===== src/rtl/acc_seq_ctrl.sv =====
// Multi-layer sequencer for the conv accelerator: weight load, input-map load, conv per layer,
// with weight prefetch two groups ahead. Optional watchdog: define ACC_SEQ_WDOG_EN.
module acc_seq_ctrl #(
  parameter int CH_W     = 8,
  parameter int LAYER_W  = 4,
  parameter int OCH_PAR  = 16,
  parameter int WDOG_CYC = 65535
) (
  input  logic               clk,
  input  logic               rst_n,
  input  logic [CH_W-1:0]    cfg_out_ch,
  input  logic [LAYER_W-1:0] cfg_num_layers,
  input  logic               acc_start,
  input  logic               acc_abort,
  output logic               acc_busy,
  output logic               acc_done,
  output logic               acc_err,
  output logic [LAYER_W-1:0] layer_idx,
  output logic               weight_start,
  output logic [CH_W-1:0]    weight_och,
  input  logic               weight_done,
  output logic               imap_start,
  input  logic               imap_done,
  output logic               conv_start,
  input  logic               conv_grp_done,
  input  logic               conv_done
);
  localparam int SH = $clog2(OCH_PAR);

  if (OCH_PAR < 1 || (OCH_PAR & (OCH_PAR - 1)) != 0 || WDOG_CYC < 1) begin : g_param_chk
    $error("acc_seq_ctrl: OCH_PAR must be a power of two and WDOG_CYC >= 1");
  end

  typedef enum logic [1:0] {IDLE, WLOAD, ILOAD, CONV} state_e;

  state_e             state_q, state_d;
  logic [LAYER_W-1:0] layer_q, layer_d, nl_q, nl_d;
  logic [CH_W:0]      grps_q, grps_d;
  logic [CH_W-1:0]    grp_q, grp_d, wo_q, wo_d;
  logic               busy_q, busy_d, done_q, done_d, err_q, err_d;
  logic               ws_q, ws_d, is_q, is_d, cs_q, cs_d;
  logic [CH_W:0]      g_calc;
  logic [CH_W+1:0]    pf_grp;
  logic               any_done, wdog_hit;

  assign g_calc   = ({1'b0, cfg_out_ch} + (CH_W+1)'(OCH_PAR - 1)) >> SH;
  assign pf_grp   = {2'b00, grp_q} + (CH_W+2)'(2);
  assign any_done = weight_done | imap_done | conv_grp_done | conv_done;

  always_ff @(posedge clk) begin
    if (!rst_n) begin
      state_q <= IDLE;
      layer_q <= '0;
      nl_q    <= '0;
      grps_q  <= '0;
      grp_q   <= '0;
      wo_q    <= '0;
      busy_q  <= 1'b0;
      done_q  <= 1'b0;
      err_q   <= 1'b0;
      ws_q    <= 1'b0;
      is_q    <= 1'b0;
      cs_q    <= 1'b0;
    end else begin
      state_q <= state_d;
      layer_q <= layer_d;
      nl_q    <= nl_d;
      grps_q  <= grps_d;
      grp_q   <= grp_d;
      wo_q    <= wo_d;
      busy_q  <= busy_d;
      done_q  <= done_d;
      err_q   <= err_d;
      ws_q    <= ws_d;
      is_q    <= is_d;
      cs_q    <= cs_d;
    end
  end

  always_comb begin
    state_d = state_q;
    layer_d = layer_q;
    nl_d    = nl_q;
    grps_d  = grps_q;
    grp_d   = grp_q;
    wo_d    = wo_q;
    done_d  = 1'b0;
    err_d   = 1'b0;
    ws_d    = 1'b0;
    is_d    = 1'b0;
    cs_d    = 1'b0;
    unique case (state_q)
      IDLE: if (acc_start && !acc_abort) begin
        if (cfg_num_layers == '0 || cfg_out_ch == '0) begin
          done_d = 1'b1;
          err_d  = 1'b1;
        end else begin
          state_d = WLOAD;
          layer_d = '0;
          nl_d    = cfg_num_layers;
          grps_d  = g_calc;
          ws_d    = 1'b1;
          wo_d    = '0;
        end
      end
      WLOAD: if (weight_done) begin
        state_d = ILOAD;
        is_d    = 1'b1;
      end
      ILOAD: if (imap_done) begin
        state_d = CONV;
        cs_d    = 1'b1;
        grp_d   = '0;
        if (grps_q > (CH_W+1)'(1)) begin
          ws_d = 1'b1;
          wo_d = CH_W'(OCH_PAR);
        end
      end
      CONV: begin
        // conv_done takes priority over a coincident group-done: no prefetch then
        if (conv_done) begin
          if (({1'b0, layer_q} + (LAYER_W+1)'(1)) < {1'b0, nl_q}) begin
            state_d = WLOAD;
            layer_d = layer_q + LAYER_W'(1);
            ws_d    = 1'b1;
            wo_d    = '0;
          end else begin
            state_d = IDLE;
            done_d  = 1'b1;
          end
        end else if (conv_grp_done) begin
          grp_d = grp_q + CH_W'(1);
          if (pf_grp < {1'b0, grps_q}) begin
            ws_d = 1'b1;
            wo_d = CH_W'(pf_grp << SH);
          end
        end
      end
      default: state_d = IDLE;
    endcase
    if (wdog_hit) begin
      state_d = IDLE;
      ws_d    = 1'b0;
      is_d    = 1'b0;
      cs_d    = 1'b0;
      done_d  = 1'b1;
      err_d   = 1'b1;
    end
    if (state_q != IDLE && acc_abort) begin
      state_d = IDLE;
      ws_d    = 1'b0;
      is_d    = 1'b0;
      cs_d    = 1'b0;
      done_d  = 1'b0;
      err_d   = 1'b0;
    end
    busy_d = (state_d != IDLE);
  end

`ifdef ACC_SEQ_WDOG_EN
  localparam int WD_W = $clog2(WDOG_CYC + 1);
  logic [WD_W-1:0] wdog_q, wdog_d;

  // counter value v means v+1 cycles spent without progress in the current state
  assign wdog_hit = (state_q != IDLE) && !any_done && (wdog_q == WD_W'(WDOG_CYC - 1));
  assign wdog_d   = (state_q == IDLE || state_d != state_q || any_done) ? '0 : wdog_q + WD_W'(1);

  always_ff @(posedge clk) begin
    if (!rst_n) wdog_q <= '0;
    else        wdog_q <= wdog_d;
  end
`else
  logic unused_done;
  assign unused_done = any_done;
  assign wdog_hit    = 1'b0;
`endif

  assign acc_busy     = busy_q;
  assign acc_done     = done_q;
  assign acc_err      = err_q;
  assign layer_idx    = layer_q;
  assign weight_start = ws_q;
  assign weight_och   = wo_q;
  assign imap_start   = is_q;
  assign conv_start   = cs_q;
endmodule


===== config.mk =====
export PLATFORM = sky130hd
export DESIGN_NAME = acc_seq_ctrl
export DESIGN_NICKNAME = d
export VERILOG_FILES = /design/src/rtl/acc_seq_ctrl.sv
export SDC_FILE = /design/constraint.sdc
export NUM_CORES = 1
export LEC_CHECK = 0
export CAP_MARGIN = 20
export CORE_AREA = 3 3 65 67
export CTS_CLUSTER_SIZE = 28
export DETAILED_ROUTE_END_ITERATION = 7
export DIE_AREA = 0 0 68 70
export PLACE_DENSITY = 0.82
export SKIP_LAST_GASP = 1
export SYNTH_ARGS = -nofsm -noshare
export SYNTH_HDL_FRONTEND = slang
export SYNTH_SLANG_ARGS = --single-unit

===== constraint.sdc =====
create_clock -name clk -period 3.4 [get_ports clk]
set_input_delay 0.51 -clock clk [delete_from_list [all_inputs] [get_ports clk]]
set_output_delay 0.51 -clock clk [all_outputs]
set_load 0.03 [all_outputs]

; Word level (Yosys, flattened, before mapping)
; Cells that the tools add are included.
[word_totals]
out_inout_bits = 18
latch_bits = 0
romBits = 0
register_bits = 37
mem_count = 0
ram_bits = 0
[classes]
n_lt_le_gt_ge = 3
n_shift = 0
addsub = 5
mul = 0
n_eq_ne = 14
bitwise = 5
n_reduce_logical = 20
muxes = 42
div = 0
[op_table]
columns = op, n
row1 = two-way mux 8 bit, 11
row2 = case mux 8 bit (3 select lines), 1
row3 = two-way mux 4 bit, 4
row4 = "!= test 2 bit, second input constant", 8
row5 = case mux 8 bit (2 select lines), 1
row6 = two-way mux 1 bit, 15
row7 = two-way mux 2 bit, 6
row8 = "adder 8 x 2 -> 9 bit, second input constant", 1
row9 = "adder 8 x 4 -> 9 bit, second input constant", 1
row10 = < comparator 9 x 5 -> 1 bit, 1
row11 = "!= test 3 bit, second input constant", 3
row12 = OR reduction 3 bit, 3
row13 = "adder 8 x 1 -> 8 bit, second input constant", 1
row14 = logical NOT 8 bit, 1
row15 = case mux 2 bit (4 select lines), 1
row16 = case mux 4 bit (2 select lines), 1
row17 = AND reduction 8 bit, 1
row18 = nonzero test 2 bit, 4
row19 = "adder 4 x 1 -> 5 bit, second input constant", 1
row20 = "greater-than comparator 5 x 1 -> 1 bit, second input constant", 1
row21 = < comparator 5 x 4 -> 1 bit, 1
row22 = NOT 1 bit, 5
row23 = AND reduction 5 bit, 1
row24 = "adder 4 x 1 -> 4 bit, second input constant", 1
row25 = 13 further kinds, 15

; Longest topological paths before layout
; Gate-level depths: netlist of run 1.
[depth]
ltp_word = 7
mapped_depth = 8

; Worst setup path after synthesis of run 1
; OpenSTA, ideal clock, no wires.
[synth_path]
path_kind = reg2reg
startpoint = register layer_q[0] (netlist: layer_idx[0])
endpoint = register busy_q (netlist: acc_busy)
path_slack_ps = 1207
arrival_time_ps = 2063
stages_incl_launch_ff = 8
setup_time_ps = 129
path_cell_list = dfxtp_1 > ha_1 > ha_1 > a21bo_2 > a21oi_1 > o21ai_0 > a211oi_1 > o31ai_1
[synth_via]
elab_chain_cells = 7
[synth_rtl]
columns = element, line
row1 = from (decl), 37  ; logic [LAYER_W-1:0] layer_q, layer_d, nl_q, nl_d;
row2 = from (signal assigned), 66  ; layer_q <= layer_d;
row3 = adder 4 x 1 -> 5 bit, 122  ; if (({1'b0, layer_q} + (LAYER_W+1)'(1)) < {1'b0, nl_q}) begin
row4 = < comparator 5 x 4 -> 1 bit, 122
row5 = two-way mux 1 bit, 122
row6 = two-way mux 2 bit, 121  ; if (conv_done) begin
row7 = case mux 2 bit (4 select lines), 92  ; unique case (state_q)
row8 = two-way mux 2 bit, 149  ; if (state_q != IDLE && acc_abort) begin
row9 = nonzero test 2 bit, 157  ; busy_d = (state_d != IDLE);
row10 = to (signal assigned), 71  ; busy_q <= busy_d;
row11 = to (decl), 40  ; logic busy_q, busy_d, done_q, done_d, err_q, err_d;
; Every way passes these cells.
; A chain may end at the register's enable or synchronous reset.

; Worst setup path in the final report of run 1
[layout_path]
startpoint = register grp_q[1]
endpoint = register wo_q[4] (netlist: weight_och[4])
[layout_via]
elab_chain_cells = 4
[layout_rtl]
columns = element, line
row1 = from (decl), 39  ; logic [CH_W-1:0] grp_q, grp_d, wo_q, wo_d;
row2 = from (signal assigned), 69  ; grp_q <= grp_d;
row3 = adder 8 x 2 -> 9 bit, 47  ; assign pf_grp = {2'b00, grp_q} + (CH_W+2)'(2);
row4 = < comparator 9 x 5 -> 1 bit, 133  ; if (pf_grp < {1'b0, grps_q}) begin
row5 = != test 3 bit (no source line), -
row6 = AND reduction 8 bit (no source line), -
row7 = to (signal assigned), 70  ; wo_q <= wo_d;
row8 = to (decl), 39
; Every way passes these cells.

==> results of run 1 <==
-- critical path, delay by kind of cell, from the launching register on --
family                     cells  cell delay [ns]
AOI/OAI and AO/OA              3             0.82
xor gates and xnor gates       1             0.13
adders and majority gates      2             0.58
DFF                            1             0.46
muxes                          1             0.13
and+or+nand+nor                1             0.04
-- power breakdown --
group          internal, uW  leakage, uW  total, uW  switching, uW
Sequential              401     0.000267        411           9.57
Combinational          85.5     0.000615        192            106
Clock                   183    0.0000542        327            144
-- worst max-delay path by stage --
stage	slack [ns]	depth (start not counted)	endpoint	startpoint
after floorplan	1.21	7	acc_busy	layer_idx[0]
after global routing	0.97	8	weight_och[4]	grp_q[1]
final	1.13	8	weight_och[4]	grp_q[1]
after global placement	1.08	6	nl_q[1]	cfg_out_ch[4]
after CTS	1.13	8	weight_och[4]	grp_q[1]
after detailed placement	1.04	6	nl_q[3]	cfg_out_ch[6]
-- Yosys cell counts (2+ instances only) --
master    instances  area share, %
nor2b_1           2           0.62
nor2_1           19            3.5
nand2_1          23            4.3
ha_1             14            8.7
o41ai_1           2           0.87
nand4_1           3           0.93
o311a_4           2            2.1
o22ai_1           2           0.62
clkbuf_1          4           0.74
inv_1            19            3.5
xnor2_1           5            2.2
a21oi_1           6            1.5
buf_4             4            1.5
a211oi_2          3            1.9
a21oi_2           2           0.87
o21ai_1           4           0.99
mux2i_1          10            5.0
o21ai_0           4           0.99
and3_1            3           0.93
buf_6             2            1.1
o21a_1            2           0.74
dfxtp_1          33             33
a21o_1            2           0.74
nand2b_1          6            1.9
nand3_1          10            2.5
nor3_1            6            1.5
a21bo_2           2           0.99
and2_1            3           0.93
xor2_1           10            4.3
o31ai_1           2           0.74
-- through the flow --
| step | util (%) | total power [uW] |
|---|---|---|
| 2_1_floorplan | - | 558 |
| 3_3_place_gp | 63.7 | 607 |
| 3_5_place_dp | 63.7 | 610 |
| 4_1_cts | 66.5 | 938 |
| 5_1_grt | 66.5 | 974 |
| 6_report | 66.5 | 929 |
-- layout make-up --
cell class,count,share of cell area [%]
clock inverters,1,0.204
inverters,19,2.91
repair buffers,33,13.5
multi-input cells,171,50.1
clock buffers,7,3.93
well taps,48,2.45
flip-flops and latches,33,27.0
-- flip-flops by register name, summed over array words and instances (netlist names) --
signal,cells
acc_err,1
state_q,2
layer_idx,4
acc_done,1
nl_q,4
grp_q,8
grps_q,5
weight_start,1
weight_och,4
conv_start,1
imap_start,1
acc_busy,1
-- per-layer routing --
| metal | wire length, um | part of all wire, % | GRT usage [%] | up-vias |
|---|---|---|---|---|
| met2 | 1860 | 44 | 28.9 | 51 |
| li1 | - | - | - | 867 |
| met5 | 0 | 0 | 0 | - |
| met4 | 68 | 1.6 | 7.28 | 0 |
| met1 | 1980 | 47 | 26.9 | 760 |
| met3 | 300 | 7.1 | 6.43 | 7 |
-- cells by family (layout without fill, tap and decap cells) --
logic type / Yosys count / in the layout / share of synthesized area [%]
multiplexers: 10 / 10 / 4.95
other: 1 / 4 / 0.186
AND/OR/NAND/NOR: 83 / 83 / 21.1
AO/OA/AOI/OAI: 45 / 45 / 18.8
XOR/XNOR: 15 / 15 / 6.50
buffers and inverters: 30 / 60 / 7.12
flip-flops: 33 / 33 / 32.7
adder cells (fa/ha/maj): 14 / 14 / 8.67
==> summary.txt, run 1 <==
Setup path
  • Worst EP arrival: 2.45 ns
  • Critical path endpoint category: register
  • Critical Path, Cell by Cell: ha_1 > xor2_1 > ha_1 > o21a_1 > nor2_1 > o311a_4 > o311a_4 > mux2i_1
  • Slowest stage delay, CP: 0.46 ns
  • CP max stage cell: dfxtp_1
  • Critical Path RT: between 3 and 4 ns
  • FF-to-FF End: weight_och[4]
  • RR Startpoint: grp_q[1]
  • Reg2reg path depth: 8
  • Worst-path maximum fanout: 7
  • CP Class: register to register
  • FF-to-FF setup slack: around 1.1 ns
  • Critical Path Start Type: register

CTS
  • # Post-CTS Setup Buffers: 0
  • Total CTS buffers: 5
  • Clock latency on the worst-skew pair: 0.29 ns
  • Post-CTS sizing: 0
  • CTS H-Tree Depth: 2
  • Hold Buf Count CTS: 0
  • CTS Root Cell: clkbuf_8
  • CTS tree: built
  • Max clock buf depth: 2
  • # clock sinks: 33
  • Reg clk slew, reported paths: 0.06 ns

Global route
  • Gr usage total: 19.8%
  • Gr ovfl total: 0
  • Initial antenna violation count: 0
  • Vias in the first global route: 1612
  • First-pass GRT wire length: slightly above 7000 um
  • Largest net degree at the start of global routing: 18

Timing
  • RSZ-0062 raised after global routing: false
  • Setup slack after layout: 1.13 ns
  • Post-route minimum period: 2.27 ns
  • Max-slew violations: 0
  • Setup violations, final: 0
  • Fin crit share: 66.8%
  • Fmax: 0.441 GHz
  • Hold_ws: 0.465 ns
  • Max-Slew Margin vs Limit: 59.4%
  • Setup TNS: 0 ns
  • Hold Fails Final Rpt: 0
  • Actual slew at the worst max-slew pin: 0.609 ns
  • Layout Skew: 0.00442 ns

Yosys
  • Syn. warnings: 0
  • Synth Instances: approximately 230
  • Post-Syn Area per Cell: between 8 and 9 um^2
  • Main flop type after synthesis: dfxtp_1
  • Seq cells post-synth: 33
  • Async SR Flop Fraction: 0%
  • Synthesized area: 2020 um^2
  • EDFF count, synth: 0
  • Post-synthesis sequential area ratio: 32.7%
  • Yosys cell types: 52

Pwr
  • Worst VDD drop: 0.000279 V
  • Pleak: 0.000936 uW
  • PD cells: 379 nW/um^2

Floorplanning
  • Io pins: 38
  • Core Rows: 22
  • Area of the die: around 4800 um^2
  • Die span in x: 68 um
  • Core area: 3690 um^2
  • DIE HEIGHT: 70 um
  • Starting density of the core: a little over half

Cells and area
  • Post-Layout Cell Count: 312
  • Area of the multi-input gates: 1230 um^2
  • Layout area overhead: 21.3%
  • Design area: approximately 2500 um^2
  • Commonest cells after routing, fill and taps aside: dfxtp_1, clkdlybuf4s50_1, nand2_1
  • Diode count: 0
  • Share of cells above drive strength 1: 9.09%
  • Layout Nets: around 300
  • Fillers: 316
  • Storage element area: approximately 660 um^2

Routing
  • DRC: 0
  • Iteration-0 DRC Markers: 88
  • First drt pass iteration count: 4
  • Drt total wl: 4210 um
  • WL per Instance: 13.5 um
  • Vias per inst: 5.40
  • Antenna Nets Post-Route: 0
  • Vias: 1685

Min path
  • Min-delay src: weight_och[4]
  • Worst hold path stage count: 2
  • Worst hold-check path type: register to register
  • Hold Path End: weight_och[4]

Placed design
  • Hpwl dp: 3220 um
  • GP Congestion: roughly 0.85
  • Placed cells: 304
  • Port buffer count: 33
  • Dpl ws: 1.04 ns
  • Placed Area: between 2000 and 2500 um^2

Job
  • Max-cap violation count: 0

Status
  • Status: completed
Power figures use the tool's default switching activity.
==> run 2: changes to the inputs <==
--- a/config.mk
+++ b/config.mk
@@ -6,11 +6,11 @@
 export NUM_CORES = 1
 export LEC_CHECK = 0
 export CAP_MARGIN = 20
-export CORE_AREA = 3 3 65 67
+export CORE_AREA = 3 3 70 72
 export CTS_CLUSTER_SIZE = 28
 export DETAILED_ROUTE_END_ITERATION = 7
-export DIE_AREA = 0 0 68 70
-export PLACE_DENSITY = 0.82
+export DIE_AREA = 0 0 73 75
+export PLACE_DENSITY = 0.74
 export SKIP_LAST_GASP = 1
 export SYNTH_ARGS = -nofsm -noshare
 export SYNTH_HDL_FRONTEND = slang
==> constraint.sdc (replaced) <==
create_clock -name clk -period 1.9 [get_ports clk]
set_input_delay 0.285 -clock clk [delete_from_list [all_inputs] [get_ports clk]]
set_output_delay 0.285 -clock clk [all_outputs]
set_load 0.03 [all_outputs]
==> summary.txt, run 2 (synthesis results as in run 1) <==
Timing
  • Setup violations, final: 4 (was 0)
  • Setup slack after layout: -0.138 ns (was 1.13 ns)
  • Post-route minimum period: 2.04 ns (was 2.27 ns)
  • Fin crit share: 107% (was 66.8%)
  • Fmax: 0.491 GHz (was 0.441 GHz)
  • Max-slew violations: 0 (unchanged)
  • Layout Skew: 0.00478 ns (was 0.00442 ns)
  • RSZ-0062 raised after global routing: true (was false)
  • Hold Fails Final Rpt: 0 (unchanged)

Routing
  • Antenna Nets Post-Route: 0 (unchanged)
  • Vias: 1898 (was 1685)
  • DRC: 0 (unchanged)
  • WL per Instance: 14.4 um (was 13.5 um)
  • Drt total wl: 5140 um (was 4210 um)
  • Vias per inst: 5.32 (was 5.40)
  • First drt pass iteration count: 4 (unchanged)
  • Iteration-0 DRC Markers: 102 (was 88)

Cells and area
  • Post-Layout Cell Count: 357 (was 312)
  • Fillers: 365 (was 316)
  • Finished Core Util: 67.2% (was 66.5%)
  • Share of cells above drive strength 1: 28.5% (was 9.09%)
  • Layout area overhead: 44.7% (was 21.3%)
  • Diode count: 0 (unchanged)
  • Most common cell after layout, fill and taps aside: buf_4
  • Commonest cells after routing, fill and taps aside: buf_4, clkdlybuf4s50_1, dfxtp_1 (was dfxtp_1, clkdlybuf4s50_1, nand2_1)
  • Largest registers: grp_q x8, grps_q x5 (unchanged)
  • Storage element area: 678 um^2 (was 661 um^2)
  • Layout Nets: 339 (was 297)
  • Largest Register: grp_q (unchanged)
  • Design area: 2920 um^2 (was 2450 um^2)
  • Max reg flops: 8 (unchanged)
  • Area of the multi-input gates: 1360 um^2 (was 1230 um^2)

Setup path
  • Slowest stage delay, CP: 0.37 ns (was 0.46 ns)
  • FF-to-FF End: weight_och[4] (unchanged)
  • Critical Path Start Type: register (unchanged)
  • Most used cell, CP: o311a_4
  • Critical Path RT: 2.07 ns (was 3.58 ns)
  • Worst EP arrival: 2.21 ns (was 2.45 ns)
  • Critical path's top delay family: compound AO/OA/AOI/OAI gates (unchanged)
  • CP Class: register to register (unchanged)
  • WP buf/inv: 0 (unchanged)
  • Critical Path, Cell by Cell: ha_4 > xor2_2 > ha_1 > o21a_1 > nor2_1 > o311a_4 > o311a_4 > mux2i_1 (was ha_1 > xor2_1 > ha_1 > o21a_1 > nor2_1 > o311a_4 > o311a_4 > mux2i_1)
  • Critical path endpoint category: register (unchanged)
  • CP max stage cell: o311a_4 (was dfxtp_1)
  • FF-to-FF setup slack: -0.14 ns (was 1.13 ns)
  • Critical path origin: grp_q[2] (was grp_q[1])
  • Worst-path maximum fanout: 4 (was 7)
  • RR Startpoint: grp_q[2] (was grp_q[1])
  • Reg2reg path depth: 8 (unchanged)

Pwr
  • PD cells: 575 nW/um^2 (was 379 nW/um^2)
  • Sequential fraction of design power: 43.5% (was 44.2%)
  • Worst VDD drop: 0.000402 V (was 0.000279 V)
  • Clock power frac: 31.6% (was 35.2%)
  • Logic pwr share: 24.9% (was 20.6%)
  • Switching power: 478 uW (was 260 uW)
  • Total power: 1680 uW (was 929 uW)
  • Net Sw Frac: 28.4% (was 27.9%)
  • Internal power: 1200 uW (was 670 uW)
  • Pleak: 0.00116 uW (was 0.000936 uW)

Min path
  • Hold Path End: weight_och[4] (unchanged)
  • Min-delay src: weight_och[4] (unchanged)
  • Worst hold-check path type: register to register (unchanged)
  • Worst hold path stage count: 2 (unchanged)

Floorplanning
  • Area of the die: 5480 um^2 (was 4760 um^2)
  • Die span in x: 73 um (was 68 um)
  • DIE HEIGHT: 75 um (was 70 um)
  • Core Rows: 24 (was 22)
  • Starting density of the core: 46.4% (was 54.8%)
  • Io pins: 38 (unchanged)
  • Core area: 4350 um^2 (was 3690 um^2)

CTS
  • Hold Buf Count CTS: 0 (unchanged)
  • CTS tree: built (unchanged)
  • Total CTS buffers: 5 (unchanged)
  • Max clock buf depth: 2 (unchanged)
  • CTS Root Cell: clkbuf_8 (unchanged)
  • # clock sinks: 33 (unchanged)
  • CTS H-Tree Depth: 2 (unchanged)
  • Reg clk slew, reported paths: 0.06 ns (about the same)
  • Clock latency on the worst-skew pair: 0.28 ns (was 0.29 ns)

Placed design
  • Placed cells: 347 (was 304)
  • GP Congestion: 0.925 (was 0.847)
  • Port buffer count: 33 (unchanged)
  • Hpwl dp: 3790 um (was 3220 um)
  • Placed Area: 2670 um^2 (was 2350 um^2)

Status
  • Failing checks: negative setup slack
  • Status: finished with violations (was completed)

Global route
  • Largest net degree at the start of global routing: 15 (was 18)
  • Gr usage total: 19.1% (was 19.8%)
  • First-pass GRT wire length: 8180 um (was 7270 um)
  • Vias in the first global route: 1865 (was 1612)
  • Initial antenna violation count: 0 (unchanged)
  • Gr ovfl total: 0 (unchanged)

Job
  • Max-cap violation count: 0 (unchanged)
## run 2: changes by cell type in the layout (fill, tap and decap cells not counted), sizes merged
cell    delta
buf       +42
clkinv     -1
## run 2: power by group through the flow
| stage | registers [uW] | clock network [uW] | logic [uW] |
|---|---|---|---|
| floorplan | 759 | 0 | 237 |
| global placement | 747 | 0 | 382 |
| detailed placement | 747 | 0 | 387 |
| CTS | 732 | 541 | 403 |
| global route | 732 | 577 | 453 |
| finish | 730 | 531 | 418 |
## run 2: final cells by class
| class | instances | share of cell area (%) |
|---|---|---|
| tap | 52 | 2.23 |
| sequential | 33 | 23.2 |
| timing repair buffer | 75 | 22.8 |
| multi-input combinational | 171 | 46.4 |
| inverter | 19 | 2.44 |
| clock buffer | 7 | 2.95 |
## run 2: worst max-delay path by stage
stage,end,slack (ns),cells past startpoint
global placement,acc_busy,-0.13,7
detailed placement,layer_idx[2],-0.14,6
finish,weight_och[4],-0.14,8
CTS,weight_och[4],-0.13,8
floorplan,weight_och[4],-0.08,8
global route,weight_och[4],-0.18,8
## run 2: metrics by stage
| stage | worst slack [ns] | TNS [ns] | hold WS, ns |
|---|---|---|---|
| 2_1_floorplan | -0.0828 | -0.150 | 0.422 |
| 3_3_place_gp | -0.126 | -1.11 | 0.457 |
| 3_5_place_dp | -0.140 | -1.76 | 0.450 |
| 4_1_cts | -0.134 | -0.482 | 0.470 |
| 5_1_grt | -0.183 | -0.897 | 0.504 |
| 6_report | -0.138 | -0.432 | 0.472 |
## run 2: repair_timing
action / in CTS / in global routing
setup buffers: 1 / 2
gates resized for setup: 12 / 15
setup endpoints to repair: 12 / 12
pin swaps: 1 / 7
## run 2: worst reg2reg max path, delay by kind of cell, from the launching register on
| family | cells | cell delay (ns) |
|---|---|---|
| muxes | 1 | 0.13 |
| and+or+nand+nor | 1 | 0.04 |
| xor gates and xnor gates | 1 | 0.15 |
| DFF | 1 | 0.36 |
| AOI/OAI and AO/OA | 3 | 0.82 |
| adders and majority gates | 2 | 0.43 |
## run 2: layer usage
layer | up-vias | GRT usage (%) | wire [um]
li1 | 948 | - | -
met5 | - | 0 | 0
met4 | 0 | 6.15 | 123
met2 | 47 | 31.5 | 2480
met1 | 890 | 24.2 | 2300
met3 | 13 | 5.21 | 235
